`config.mk`:
```
export PLATFORM = sky130hd
export DESIGN_NAME = seg_carry_latch_adder_flat
export DESIGN_NICKNAME = d
export VERILOG_FILES = /design/src/rtl/seg_carry_latch_adder_if.sv /design/src/rtl/seg_carry_latch_adder.sv /design/src/flat_wrapper.sv
export SDC_FILE = /design/constraint.sdc
export NUM_CORES = 1
export LEC_CHECK = 0
export CORE_MARGIN = 5
export CORE_UTILIZATION = 35
export DETAILED_ROUTE_END_ITERATION = 6
export GPL_ROUTABILITY_DRIVEN = 0
export PLACE_DENSITY_LB_ADDON = 0.1
export SYNTH_ARGS = -nofsm -noshare
export SYNTH_HDL_FRONTEND = slang
export SYNTH_SLANG_ARGS = --single-unit
export TNS_END_PERCENT = 1
```
`constraint.sdc`:
```
create_clock -name clk -period 5.5 [get_ports clk]
set_input_delay 0.825 -clock clk [delete_from_list [all_inputs] [get_ports clk]]
set_output_delay 0.825 -clock clk [all_outputs]
set_load 0.01 [all_outputs]
```
`src/rtl/seg_carry_latch_adder_if.sv`:
```
// Operand/result handshake bundle for seg_carry_latch_adder.
// The slave side is the adder; the master side feeds operands and drains results.
interface seg_carry_latch_adder_if #(
    parameter int WIDTH = 32
);
    logic             in_valid;
    logic             in_ready;
    logic [WIDTH-1:0] a;
    logic [WIDTH-1:0] b;
    logic             cin;
    logic             sub;
    logic             out_valid;
    logic             out_ready;
    logic [WIDTH-1:0] sum;
    logic             cout;
    logic             ovf;

    modport master (
        output in_valid, a, b, cin, sub, out_ready,
        input  in_ready, out_valid, sum, cout, ovf
    );

    modport slave (
        input  in_valid, a, b, cin, sub, out_ready,
        output in_ready, out_valid, sum, cout, ovf
    );
endinterface

```
`src/rtl/seg_carry_latch_adder.sv`:
```
// Pipelined WIDTH-bit add/subtract: one SEG-bit ripple per stage, inter-segment
// carry latched in a flop, lower result bits skewed forward with each entry.
module seg_carry_latch_adder #(
    parameter int WIDTH = 32,
    parameter int SEG   = 8
) (
    input  logic                    clk,
    input  logic                    rst_n,
    seg_carry_latch_adder_if.slave  bus
);
    localparam int NSEG = WIDTH / SEG;

    if (SEG < 1 || SEG > WIDTH || (WIDTH % SEG) != 0) begin : g_param_check
        $error("seg_carry_latch_adder: WIDTH must be a positive multiple of SEG");
    end

    // Link k carries what stage k consumes; link NSEG is the output side.
    logic             v_l [NSEG+1];
    logic [WIDTH-1:0] a_l [NSEG];
    logic [WIDTH-1:0] b_l [NSEG];
    logic [WIDTH-1:0] r_l [NSEG+1];
    logic             c_l [NSEG+1];
    logic             ovf_last;
    logic             adv;

    assign adv          = !v_l[NSEG] || bus.out_ready;
    assign bus.in_ready = adv;

    assign v_l[0] = bus.in_valid;
    assign a_l[0] = bus.a;
    assign b_l[0] = bus.sub ? ~bus.b : bus.b;
    assign r_l[0] = '0;
    assign c_l[0] = bus.sub | bus.cin;

    for (genvar gi = 0; gi < NSEG; gi++) begin : g_stage
        logic             v_q, v_d;
        logic             c_q, c_d;
        logic             ovf_q, ovf_d;
        logic [WIDTH-1:0] a_q, a_d;
        logic [WIDTH-1:0] b_q, b_d;
        logic [WIDTH-1:0] r_q, r_d;
        logic [SEG:0]     seg_sum;
        logic             msb_cin;

        always_comb begin
            seg_sum = {1'b0, a_l[gi][gi*SEG +: SEG]}
                    + {1'b0, b_l[gi][gi*SEG +: SEG]}
                    + {{SEG{1'b0}}, c_l[gi]};
            // Carry into the segment's top bit, recovered from its sum bit.
            msb_cin = a_l[gi][gi*SEG + SEG - 1] ^ b_l[gi][gi*SEG + SEG - 1]
                    ^ seg_sum[SEG-1];
            v_d   = v_q;
            c_d   = c_q;
            ovf_d = ovf_q;
            a_d   = a_q;
            b_d   = b_q;
            r_d   = r_q;
            if (adv) begin
                v_d   = v_l[gi];
                c_d   = seg_sum[SEG];
                ovf_d = msb_cin ^ seg_sum[SEG];
                a_d   = a_l[gi];
                b_d   = b_l[gi];
                r_d   = r_l[gi];
                r_d[gi*SEG +: SEG] = seg_sum[SEG-1:0];
            end
        end

        always_ff @(posedge clk or negedge rst_n) begin
            if (!rst_n) begin
                v_q   <= 1'b0;
                c_q   <= 1'b0;
                ovf_q <= 1'b0;
                a_q   <= '0;
                b_q   <= '0;
                r_q   <= '0;
            end else begin
                v_q   <= v_d;
                c_q   <= c_d;
                ovf_q <= ovf_d;
                a_q   <= a_d;
                b_q   <= b_d;
                r_q   <= r_d;
            end
        end

        assign v_l[gi+1] = v_q;
        assign r_l[gi+1] = r_q;
        assign c_l[gi+1] = c_q;

        if (gi < NSEG - 1) begin : g_inner
            logic unused_ovf;
            assign a_l[gi+1]  = a_q;
            assign b_l[gi+1]  = b_q;
            assign unused_ovf = ovf_q;
        end else begin : g_last
            // Operands are fully consumed by the final segment.
            logic unused_ops;
            assign unused_ops = ^{a_q, b_q};
            assign ovf_last   = ovf_q;
        end
    end

    assign bus.out_valid = v_l[NSEG];
    assign bus.sum       = r_l[NSEG];
    assign bus.cout      = c_l[NSEG];
    assign bus.ovf       = ovf_last;
endmodule
```
`src/flat_wrapper.sv`:
```
// flat-port wrapper written by rule: the top's interface ports become plain ports
module seg_carry_latch_adder_flat 
#(
    parameter int WIDTH = 32,
    parameter int SEG   = 8
)
  (clk, rst_n, bus_in_valid, bus_a, bus_b, bus_cin, bus_sub, bus_out_ready, bus_in_ready, bus_out_valid, bus_sum, bus_cout, bus_ovf);
  seg_carry_latch_adder_if #(.WIDTH(WIDTH)) bus_i ();
  input  logic clk;
  input  logic rst_n;
  input wire logic [$bits(bus_i.in_valid)-1:0] bus_in_valid;
  input wire logic [$bits(bus_i.a)-1:0] bus_a;
  input wire logic [$bits(bus_i.b)-1:0] bus_b;
  input wire logic [$bits(bus_i.cin)-1:0] bus_cin;
  input wire logic [$bits(bus_i.sub)-1:0] bus_sub;
  input wire logic [$bits(bus_i.out_ready)-1:0] bus_out_ready;
  output wire logic [$bits(bus_i.in_ready)-1:0] bus_in_ready;
  output wire logic [$bits(bus_i.out_valid)-1:0] bus_out_valid;
  output wire logic [$bits(bus_i.sum)-1:0] bus_sum;
  output wire logic [$bits(bus_i.cout)-1:0] bus_cout;
  output wire logic [$bits(bus_i.ovf)-1:0] bus_ovf;
  assign bus_i.in_valid = bus_in_valid;
  assign bus_i.a = bus_a;
  assign bus_i.b = bus_b;
  assign bus_i.cin = bus_cin;
  assign bus_i.sub = bus_sub;
  assign bus_i.out_ready = bus_out_ready;
  assign bus_in_ready = bus_i.in_ready;
  assign bus_out_valid = bus_i.out_valid;
  assign bus_sum = bus_i.sum;
  assign bus_cout = bus_i.cout;
  assign bus_ovf = bus_i.ovf;
  seg_carry_latch_adder #(.WIDTH(WIDTH), .SEG(SEG)) u_core (.clk(clk), .rst_n(rst_n), .bus(bus_i));
endmodule
```
; Yosys cells after proc, flatten, opt, wreduce, memory -nomap -nowiden
; Index checks and enable logic that the tools add are counted.
[classes]
n_addsub = 8
muxes = 1
bitwise_logic = 5
n_reduce_logical = 2
[op_table]
columns = op, n
row1 = $add 8x8->9, 4
row2 = $add 9x1->9, 4
row3 = $mux 32, 1
row4 = $not 32->32, 1
row5 = $xor 1x1->1, 3
row6 = $logic_not 1->1, 1
row7 = $logic_or 1x1->1, 1
row8 = $or 1x1->1, 1
[totals]
reg_bits = 281
input_bits = 70
output_inout_bits = 36
elab_cells = 35

; Logic depth before layout (Yosys ltp)
[depth]
word_depth = 4
mapped_depth = 11
ltp_nobuf = 9

; Worst setup path before layout
; OpenSTA, ideal clock, no wires.
[synth_timing]
kind = in2reg
start = in bus_sub
end = reg u_core.g_stage[0].r_q[6]
setup_time_ns = 0.069
t_arrival_ns = 2.860
required_ns = 5.431
path_slack_ns = 2.572
stages = 11
path_buffers = 2
path_cell_list = buf_2 -> buf_2 -> or2_2 -> fa_1 -> inv_1 -> fa_1 -> nor2b_1 -> o21ai_1 -> a21boi_0 -> or3_1 -> nand3_1
[synth_between]
elab_chain_cells = 3
word_cells_on_any_way = 4
classes_between = add/sub: 2 / mux: 1 / bitwise: 1
[synth_rtl]
columns = item, line
row1 = from (decl), flat_wrapper.sv:15  ; input wire logic [$bits(bus_i.sub)-1:0] bus_sub;
row2 = $mux 32, seg_carry_latch_adder.sv:31  ; assign b_l[0] = bus.sub ? ~bus.b : bus.b;
row3 = $add 8x8->9, seg_carry_latch_adder.sv:47  ; + {1'b0, b_l[gi][gi*SEG +: SEG]}
row4 = $add 9x1->9 *, seg_carry_latch_adder.sv:48  ; + {{SEG{1'b0}}, c_l[gi]};
row5 = to (signal assigned), seg_carry_latch_adder.sv:83  ; r_q <= r_d;
row6 = to (decl), seg_carry_latch_adder.sv:41  ; logic [WIDTH-1:0] r_q, r_d;
; Every way passes the cells marked *; elsewhere a longest branch is shown, timed or not.
; A chain may end at the register's enable or synchronous reset.

; Worst setup path after layout
[layout_timing]
start = in bus_out_ready
end = out bus_in_ready
[layout_between]
elab_chain_cells = 1
[layout_rtl]
columns = item, line
row1 = from (decl), flat_wrapper.sv:16  ; input wire logic [$bits(bus_i.out_ready)-1:0] bus_out_ready;
row2 = $logic_or 1x1->1, seg_carry_latch_adder.sv:26  ; assign adv = !v_l[NSEG] || bus.out_ready;
row3 = to (decl), flat_wrapper.sv:17  ; output wire logic [$bits(bus_i.in_ready)-1:0] bus_in_ready;
; Every way passes these cells.

==> flow_summary.json <==
{
  "via_count_of_the_first_global_routing_pass": 5799,
  "rsz0062_at_grt": "no",
  "setup-tns-final_ns": 0,
  "drt_wl_total_um": 17500,
  "period_share_pct": 62.8,
  "max_capacitance_violation_count": 0,
  "synthesis.instances": 923,
  "synth.most_common_cell": "sky130_fd_sc_hd__nand2_1",
  "timing.final.ws_setup_ns": 2.04,
  "synth_seq_area_share_pct": 54.8,
  "yosys_register_bits": 185,
  "critPathSlowestCell": "sky130_fd_sc_hd__clkdlybuf4s50_1",
  "post_cts_resized": 0,
  "num_vias": 5954,
  "area.growth.synth_to_final_pct": 22.5,
  "fillers": 2452,
  "multi_input_area_um2": 3530,
  "power.leakage_nw": 4.98,
  "ctsHoldBuffers": 0,
  "yosysUniqueCellTypes": 46,
  "grt_first_pass_wirelength_um": 29900,
  "post-dp-hpwl_um": 11300,
  "postCtsSetupRepairBufs": 0,
  "buffers_plus_inverters_on_the_worst_setup_path": 3,
  "timing_worst_setup_path_type": "in2out",
  "tightest_slew_ns": 0.844,
  "layout.nets": 1109,
  "report.final.hold_viol_count": 0,
  "peak_supply_drop_uv": 406,
  "drc": 0,
  "tritoncts": "done",
  "synth-edff-count": 0,
  "floorplan.initialDensity_pct": 35.8,
  "synth_largest_area_cell": "sky130_fd_sc_hd__dfrtp_1",
  "yosysWarningCount": 0,
  "std_cell_rows": 56,
  "tritoncts_num_sinks": 185,
  "power_per_cell_area_nw_per_um2": 569,
  "clk_pin_slew_worst_paths_ns": 0.07,
  "fmaxAchievable_ghz": 0.289,
  "final_antenna_net_count": 0,
  "synth.area.top_cells": "sky130_fd_sc_hd__dfrtp_1 (55%), sky130_fd_sc_hd__nand2_1 (19%), sky130_fd_sc_hd__ha_1 (4.1%)",
  "critical_path_peak_fanout": 104,
  "synth.top_cell.area_share_pct": 54.8,
  "routedWlPerCell_um": 13.1,
  "dr.pass1.iters": 4,
  "core_region_area_um2": 23600,
  "final_min_period_ns": 3.46,
  "path_common_cell": "sky130_fd_sc_hd__clkdlybuf4s50_1",
  "crit_family": "buffers and inverters",
  "port-buffer-count": 105,
  "die_area_um2": 27300,
  "grt_start_max_net_pins": 208,
  "timing.final.max_slew_violations": 0,
  "cp_data_arrival_time_ns": 2.63,
  "clkLatencyLatePin_ns": 0.42,
  "synthesis.nets": 1029,
  "finalSetupViolCount": 0,
  "antenna_found_initial": 0,
  "worstHoldPathType": "in2async",
  "status": "finished, final reports clean",
  "worst_setup_path_start_kind": "primary input",
  "cp_cell_sequence": "clkdlybuf4s50_1 > nor2b_4 > inv_6 > clkdlybuf4s50_1",
  "grtUsageTotal_pct": 13.6,
  "floorplan.die.height_um": 165,
  "worst_slew_margin_rel_pct": 43.8,
  "die_w_um": 165,
  "cts_inserted_buffers": 17,
  "synthTopCellsByCount": "sky130_fd_sc_hd__nand2_1 (431), sky130_fd_sc_hd__dfrtp_1 (185), sky130_fd_sc_hd__o21ai_0 (37), sky130_fd_sc_hd__xnor2_1 (37), sky130_fd_sc_hd__a21oi_1 (32)",
  "dp_worst_slack_ns": 2.02,
  "hold_slack_ns": 0.436,
  "synth-async-reset-ratio_pct": 100,
  "synthesis.area_per_instance_um2": 9.15,
  "crit_required_ns": 4.68,
  "netlist_area_um2": 8450,
  "htree_levels": 4,
  "routed_via_density": 4.46,
  "drt_iter0_markers": 418,
  "maximum_clock_insertion_buffer_count": 2,
  "antenna-diode-count": 0,
  "critPathMaxStageDelay_ns": 0.68,
  "regArea_um2": 4630,
  "root_buffer": "sky130_fd_sc_hd__clkbuf_16",
  "drive_above_1_share_pct": 4.82,
  "grt-ovfl-total": 0,
  "largest_clock_skew_in_the_final_design_ns": 0.0103,
  "io_pins": 106,
  "worstSetupEndpointType": "output port",
  "synth-main-ff-cell": "sky130_fd_sc_hd__dfrtp_1"
}
-- stage by stage --
stage               cell area (µm²)  power, W  util [%]  instances
finish                        10300   0.00589      43.8       1335
CTS                           10300   0.00600      43.8       1335
detailed placement             9710   0.00464      41.1       1303
global route                  10300   0.00643      43.8       1335
floorplan                      8450   0.00388         -        923
global placement               9710   0.00460      41.1       1303
-- cells in the final DEF, fill, tap and decap left out, drive strengths merged, types with 3 or more instances in the layout --
cell type	synthesis	final
a21oi	35	35
clkbuf	20	18
a211oi	3	3
nand3	3	3
buf	29	6
clkinv	0	3
clkdlybuf4s50	0	103
ha	28	28
o211ai	6	6
xnor2	37	37
dfrtp	185	185
nor2	23	23
bufinv	0	4
fa	8	8
nand2b	4	4
nand4	3	3
a21o	12	12
inv	12	18
o21ai	39	39
xor2	16	16
nand2	431	431
-- logic make-up (layout without fill, tap and decap cells) --
family          Yosys count  after routing  share of synthesized area (%)
xor+xnor                 53             53                           5.50
flops                   185            185                           54.8
buf+inv                  61            154                           3.53
compound gates          108            108                           7.85
simple gates            480            480                           22.3
fa+ha+maj                36             36                           6.04
-- sequential cells by signal (all words and copies together) (netlist names) --
| register | cells |
|---|---|
| u_core.g_stage.v_q | 3 |
| u_core.g_stage.c_q | 3 |
| u_core.bus.sum | 32 |
| u_core.g_stage.b_q | 48 |
| u_core.g_stage.r_q | 48 |
| u_core.bus.cout | 1 |
| u_core.bus.ovf | 1 |
| u_core.g_stage.a_q | 48 |
| u_core.bus.out_valid | 1 |
-- worst paths after layout --
| path | from | end | slack, ns | cells past startpoint |
|---|---|---|---|---|
| max | bus_out_ready | bus_in_ready | 2.04 | 4 |
| min | rst_n | u_core.g_stage[0].b_q[10] | 0.44 | 1 |
| max reg2reg | u_core.g_stage[1].a_q[16] | u_core.g_stage[2].c_q | 3.10 | 7 |
| min reg2reg | u_core.bus.sum[18] | u_core.bus.sum[18] | 0.47 | 2 |
| max in group asynchronous | rst_n | u_core.g_stage[2].a_q[29] | 3.87 | 2 |
| min in group clk | u_core.bus.sum[18] | u_core.bus.sum[18] | 0.47 | 2 |
-- final cells by class --
cell class,count,area share [%]
well taps,319,3.86
flip-flops and latches,185,44.8
multi-input cells,677,34.1
clock inverters,15,2.07
clock buffers,17,4.11
repair buffers,110,10.6
inverters,12,0.484
-- layer usage --
layer  up-vias  GRT usage, %  routed length, µm
li1       3118             -                  -
met2       101          17.7               6770
met1      2716          22.2               9740
met5         -             0                  0
met3        19          2.63                724
met4         0          4.39                241
-- power by group --
group / internal, W / switching [W] / total (W)
sequential: 0.00197 / 0.000364 / 0.00234
clock: 0.000774 / 0.000552 / 0.00133
combinational: 0.00102 / 0.00120 / 0.00222
No activity file was read; power rests on OpenSTA's default activity.
